$ cat src/rtl/train_segment_tracker.sv
// Synchronises N track sensors, follows the train sensor to sensor, times and predicts segments.
// Optional overspeed flag (min_time input, overspeed output) when TRACKER_OVERSPEED_EN is defined.
module train_segment_tracker #(
  parameter int N_SENSORS   = 6,
  parameter int TIME_W      = 15,
  parameter int SYNC_STAGES = 2,
  parameter int TICK_DIV    = 1000
) (
  input  logic                         clk,
  input  logic                         rst_n,
  input  logic [N_SENSORS-1:0]         sens_in,
  input  logic                         clear_fault,
`ifdef TRACKER_OVERSPEED_EN
  input  logic [TIME_W-1:0]            min_time,
  output logic                         overspeed,
`endif
  output logic [TIME_W-1:0]            seg_time,
  output logic [TIME_W-1:0]            pred_time,
  output logic                         seg_valid,
  output logic [$clog2(N_SENSORS)-1:0] position,
  output logic                         dir,
  output logic                         busy,
  output logic                         lap_done,
  output logic                         fault,
  output logic [6:0]                   seg7
);

  localparam int IDX_W = $clog2(N_SENSORS);
  localparam int PW    = (TICK_DIV > 1) ? $clog2(TICK_DIV) : 1;
  localparam logic [TIME_W-1:0] T_MAX = {TIME_W{1'b1}};

  typedef enum logic [1:0] {IDLE, RUN, FAULT} state_t;

  state_t                 state, state_next;
  logic [N_SENSORS-1:0]   sens_sync [SYNC_STAGES];
  logic [N_SENSORS-1:0]   sens_dly;
  logic [N_SENSORS-1:0]   edge_p0;
  logic [PW-1:0]          presc;
  logic [TIME_W-1:0]      timer, timer_now, prev_seg;
  logic                   hist_vld, tick;
  logic [IDX_W-1:0]       expected;
  logic [N_SENSORS-1:0]   exp_mask;
  logic                   at_end, start_fwd, start_rev, accept;

  function automatic logic [TIME_W-1:0] sat_inc(input logic [TIME_W-1:0] t);
    return (t == T_MAX) ? t : t + TIME_W'(1);
  endfunction

  // Average with one extra bit so the sum cannot overflow before the shift.
  function automatic logic [TIME_W-1:0] avg2(input logic [TIME_W-1:0] a, input logic [TIME_W-1:0] b);
    logic [TIME_W:0] sum;
    sum = {1'b0, a} + {1'b0, b};
    return sum[TIME_W:1];
  endfunction

  function automatic logic [6:0] seg7_of(input logic [IDX_W-1:0] p);
    case (4'(p))
      4'd0:    return 7'b1000000;
      4'd1:    return 7'b1111001;
      4'd2:    return 7'b0100100;
      4'd3:    return 7'b0110000;
      4'd4:    return 7'b0011001;
      4'd5:    return 7'b0010010;
      4'd6:    return 7'b0000010;
      4'd7:    return 7'b1111000;
      4'd8:    return 7'b0000000;
      4'd9:    return 7'b0010000;
      default: return 7'b0101010;
    endcase
  endfunction

  // Input stage: synchroniser chain, then registered rising-edge detect.
  always_ff @(posedge clk or negedge rst_n) begin
    if (!rst_n) begin
      for (int i = 0; i < SYNC_STAGES; i++) sens_sync[i] <= '0;
      sens_dly <= '0;
      edge_p0  <= '0;
    end else begin
      sens_sync[0] <= sens_in;
      for (int i = 1; i < SYNC_STAGES; i++) sens_sync[i] <= sens_sync[i-1];
      sens_dly <= sens_sync[SYNC_STAGES-1];
      edge_p0  <= sens_sync[SYNC_STAGES-1] & ~sens_dly;
    end
  end

  assign tick      = (state == RUN) && (presc == PW'(TICK_DIV - 1));
  assign timer_now = tick ? sat_inc(timer) : timer;
  assign exp_mask  = N_SENSORS'(1) << expected;
  assign at_end    = dir ? (expected == '0) : (expected == IDX_W'(N_SENSORS - 1));

  always_ff @(posedge clk or negedge rst_n) begin
    if (!rst_n) state <= IDLE;
    else        state <= state_next;
  end

  always_comb begin
    state_next = state;
    start_fwd  = 1'b0;
    start_rev  = 1'b0;
    accept     = 1'b0;
    case (state)
      IDLE: begin
        if (edge_p0[0]) begin
          start_fwd  = 1'b1;
          state_next = RUN;
        end else if (edge_p0[N_SENSORS-1]) begin
          start_rev  = 1'b1;
          state_next = RUN;
        end
      end
      RUN: begin
        if (|(edge_p0 & ~exp_mask)) begin
          state_next = FAULT;
        end else if (|(edge_p0 & exp_mask)) begin
          accept = 1'b1;
          if (at_end) state_next = IDLE;
        end else if (timer_now == T_MAX) begin
          state_next = FAULT;
        end
      end
      FAULT:   if (clear_fault) state_next = IDLE;
      default: state_next = IDLE;
    endcase
  end

  assign busy  = (state == RUN);
  assign fault = (state == FAULT);

  // Timing, tracking and result registers; the timer freezes outside RUN.
  always_ff @(posedge clk or negedge rst_n) begin
    if (!rst_n) begin
      presc     <= '0;
      timer     <= '0;
      prev_seg  <= '0;
      hist_vld  <= 1'b0;
      expected  <= '0;
      dir       <= 1'b0;
      position  <= '0;
      seg_time  <= '0;
      pred_time <= '0;
      seg_valid <= 1'b0;
      lap_done  <= 1'b0;
      seg7      <= 7'b1000000;
    end else begin
      seg_valid <= accept;
      lap_done  <= accept && at_end;
      seg7      <= seg7_of(position);
      if (start_fwd || start_rev || accept) begin
        presc <= '0;
        timer <= '0;
      end else if (state == RUN) begin
        presc <= tick ? '0 : presc + PW'(1);
        timer <= timer_now;
      end
      if (start_fwd) begin
        dir      <= 1'b0;
        expected <= IDX_W'(1);
        position <= '0;
        hist_vld <= 1'b0;
      end else if (start_rev) begin
        dir      <= 1'b1;
        expected <= IDX_W'(N_SENSORS - 2);
        position <= IDX_W'(N_SENSORS - 1);
        hist_vld <= 1'b0;
      end else if (accept) begin
        position  <= expected;
        seg_time  <= timer_now;
        pred_time <= hist_vld ? avg2(timer_now, prev_seg) : timer_now;
        prev_seg  <= timer_now;
        hist_vld  <= 1'b1;
        if (!at_end) expected <= dir ? expected - IDX_W'(1) : expected + IDX_W'(1);
      end
    end
  end

`ifdef TRACKER_OVERSPEED_EN
  always_ff @(posedge clk or negedge rst_n) begin
    if (!rst_n)      overspeed <= 1'b0;
    else if (accept) overspeed <= (timer_now < min_time);
  end
`endif

endmodule

$ cat config.mk
export PLATFORM = sky130hd
export DESIGN_NAME = train_segment_tracker
export DESIGN_NICKNAME = d
export VERILOG_FILES = /design/src/rtl/train_segment_tracker.sv
export SDC_FILE = /design/constraint.sdc
export NUM_CORES = 1
export LEC_CHECK = 0
export ABC_CLOCK_PERIOD_IN_PS = 4600
export BUFFER_PORTS_ARGS = -buffer_cell sky130_fd_sc_hd__buf_4
export CAP_MARGIN = 10
export CELL_PAD_IN_SITES_DETAIL_PLACEMENT = 0
export CELL_PAD_IN_SITES_GLOBAL_PLACEMENT = 1
export CORE_UTILIZATION = 46
export DETAILED_ROUTE_END_ITERATION = 7
export PLACE_DENSITY = 0.81
export SLEW_MARGIN = 20
export SYNTH_ARGS = -nofsm -noshare
export SYNTH_HDL_FRONTEND = slang
export SYNTH_SLANG_ARGS = --single-unit
$ cat constraint.sdc
create_clock -name clk -period 4.6 [get_ports clk]
set_input_delay 0.69 -clock clk [delete_from_list [all_inputs] [get_ports clk]]
set_output_delay 0.69 -clock clk [all_outputs]
set_load 0.005 [all_outputs]
==> run metrics <==
# IOs between 50 and 60; Detailed Routing Iterations Pass 1 4; Pint roughly 1.7 mW; fmax 0.233 GHz; number of enable flip-flop cells after synthesis 0; CP arrival 4560 ps; power share of the sequential group between 40% and 50%; Finished Core Util 54.7%; Die Ht between 100 and 150 µm; GRT Total Usage a little under a quarter; Worst Tran Pin Value approximately 960 ps; GP Congestion slightly below 0.9; CTS Buf Count 9; max-slew violation count 0; mean routed wirelength per cell roughly 16 µm; final-report hold violation count 0; Hold WS about 350 ps; area leader, netlist dfrtp_1; grt total ovfl 0; Synth Instances between 500 and 600; Startpoint Class flip-flop; Vias/cell 5.62; crit path cell chain ha_1 -> nand4b_1 -> or4_4 -> nor2_2 -> nand2_1 -> xor2_1 -> inv_1 -> ha_1 -> nor2b_1 -> o21ai_0 -> a21oi_1 -> o41ai_1 -> buf_4 -> o21ai_0 -> o41ai_1 -> mux2i_1 -> a211o_1; top_reg_cell synth dfrtp_1; Synth top area share between 40 and 50%; Final #Nets around 630; RSZ-0062 raised after global routing false; Site Rows 38; post-route insts no fill between 700 and 800; CTS hold repair buffers 0; starting density of the core a little under half; initial antenna violation count 0; minimum clock period 4290 ps; Root Driver clkbuf_8; Post-Syn Area between 0.005 and 0.006 mm²; WP data required between 4000 and 5000 ps; syn nets approximately 580; post-CTS setup buffer count 0; post-synth cell types between 60 and 70; Setup Skew between 10 and 15 ps; antenna viol nets, final 0; clock share of power a little over a fifth; H-tree depth 3; critical path capture point type flip-flop; DR DRC count 0; largest net degree at the start of global routing 63; Max Cap Viol 0; slowest CP cell or4_4; clock tree buffer depth 2; layout cells sized above 1 16.8%; Fillers a little under 1,000; starting DRC count in detailed routing slightly below 200; largest cells by area after synthesis dfrtp_1 47%, ha_1 5.8%, a21oi_1 4.4%; Synth Register Bits between 90 and 100; post-CTS sizing 0; PortBufs 53; Gate power share a little under a third; Pleak roughly 2.8 nW; WP buf/inv 2; Total Wirelength 12.2 mm; vias in the first global route slightly above 4,000; Worst Path Max Fanout 6; sw frac around 35%; Async SR Flop Fraction between 90% and 100%; Crit Path Class reg2reg; Area growth syn-to-layout 15.2%; syn avg cell area about 9.6 µm²; # setup viols final 0; slowest stage delay, CP about 500 ps; placed cells 727; Max VDD drop around 0.32 mV; DP Wirelength slightly below 9 mm; status finished clean; Switch Pwr ~910 µW; CTS sink cnt 98; final setup TNS 0 ps; Hold Path Class reg2reg; routed vias roughly 4,200; Synthesis Warnings 0; Rel. slew slack 35.8%; Crit path max-delay family compound AO/OA/AOI/OAI gates; part of the cycle the worst path needs 93.2%; Die Width ~110 µm; first-pass GRT wire length just over 20 mm; post-synthesis sequential area ratio between 40% and 50%; worst-skew pair later-pin latency slightly below 400 ps; diode count 0; die area 0.0117 mm²; Tot Pwr roughly 2.6 mW; Placeable Area 0.0109 mm²; CTS tree done; pwr dens between 400 and 500 mW/mm²; Clock transition at path regs approximately 100 ps
[flip-flops by register name, indices dropped and copies added, names as in the netlist]
| register | flops |
|---|---|
| timer | 15 |
| seg7 | 7 |
| presc | 10 |
| position | 3 |
| hist_vld | 1 |
| expected | 3 |
| pred_time | 15 |
| dir | 1 |
| seg_valid | 1 |
| edge_p0 | 6 |
| lap_done | 1 |
| sens_dly | 6 |
| prev_seg | 15 |
| state | 2 |
| sens_sync | 12 |
[worst reg2reg max path: cells and delay by family, from the launching register on]
family	cells	cell delay, ps
compound gates	6	1500
xor+xnor	1	210
fa+ha+maj	2	600
buf+inv	2	260
flops	1	440
mux	1	130
simple gates	5	1040
[worst paths after layout]
check / startpoint / to / slack [ps] / cells after the start
max: presc[0] / pred_time[13] / 310 / 17
min: sens_sync[8] / sens_sync[2] / 350 / 0
max reg2reg: presc[0] / pred_time[13] / 310 / 17
min reg2reg: sens_sync[8] / sens_sync[2] / 350 / 0
max in group asynchronous: rst_n / pred_time[8] / 3230 / 2
min in group asynchronous: rst_n / presc[7] / 370 / 1
[cells in the final DEF, fill, tap and decap left out, types with 3 or more instances in the layout]
cell type  instances
ha_1              24
nand3_1           13
o21ai_0           37
inv_1             24
xnor2_1           11
mux2i_1            5
buf_4             69
o21a_1             4
o31ai_1            3
nand4_1            7
dfrtp_1           97
nand2_1           56
nor2b_1           12
o22ai_1            4
clkbuf_8          10
or3_1              6
and4_1             7
a21oi_1           45
nor4_1             5
a21o_1             8
nor2_1            52
a31oi_1            3
nor3_1            14
nand2b_1           5
and3_1             6
mux2_2             4
xor2_1            17
[synthesized netlist by cell type (3+ instances only)]
| master | count |
|---|---|
| a21o_1 | 8 |
| inv_1 | 24 |
| xor2_1 | 17 |
| and4_1 | 7 |
| nand2_1 | 56 |
| a31oi_1 | 3 |
| or3_1 | 6 |
| o31ai_1 | 3 |
| clkbuf_1 | 18 |
| ha_1 | 24 |
| dfrtp_1 | 97 |
| mux2i_1 | 5 |
| nor2b_1 | 12 |
| nor4_1 | 5 |
| o22ai_1 | 4 |
| and3_1 | 6 |
| nor3_1 | 14 |
| nand4_1 | 7 |
| mux2_2 | 4 |
| buf_2 | 4 |
| o21a_1 | 4 |
| nand3_1 | 13 |
| xnor2_1 | 11 |
| o21ai_0 | 37 |
| a21oi_1 | 45 |
| nor2_1 | 52 |
| nand2b_1 | 5 |
[power groups by stage]
| stage | clock [mW] | combinational, mW | sequential (mW) |
|---|---|---|---|
| detailed placement | 0 | 0.803 | 1.23 |
| global placement | 0 | 0.790 | 1.22 |
| global route | 0.603 | 0.905 | 1.24 |
| CTS | 0.579 | 0.809 | 1.21 |
| finish | 0.562 | 0.802 | 1.21 |
| floorplan | 0 | 0.509 | 1.15 |
[cell type report]
| type | count | area [µm²] | area share, % |
|---|---|---|---|
| multi-input cells | 395 | 2520 | 42.3 |
| flip-flops and latches | 98 | 2450 | 41.2 |
| repair buffers | 69 | 518 | 8.70 |
| well taps | 140 | 175 | 2.94 |
| clock buffers | 10 | 138 | 2.31 |
| inverters | 25 | 93.8 | 1.58 |
| clock inverters | 4 | 53.8 | 0.904 |
[through the flow]
step                setup slack [ps]  instance area, µm²
finish                           312                5950
global route                    77.0                5950
CTS                              350                5950
detailed placement               402                5760
global placement                 572                5760
floorplan                        526                5170
[kinds of logic (layout without fill, tap and decap cells)]
group	after synthesis	in the layout	share of synthesized area [%]
XOR/XNOR	29	29	5.06
multiplexers	9	9	1.84
buffers and inverters	48	108	3.73
flip-flops	98	98	47.5
adder cells (fa/ha/maj)	26	26	6.59
AND/OR/NAND/NOR	200	200	19.7
AO/OA/AOI/OAI	131	131	15.6
[routing by layer]
layer | vias to the layer above | track usage, % | wire, µm | part of all wire, %
met5 | - | 0 | 0 | 0
met4 | 0 | 9.88 | 285 | 2.3
met1 | 2047 | 31.4 | 5720 | 47
met2 | 89 | 36.0 | 5670 | 47
met3 | 21 | 3.44 | 500 | 4.1
li1 | 2010 | - | - | -
(Power assumes the default switching activity.)
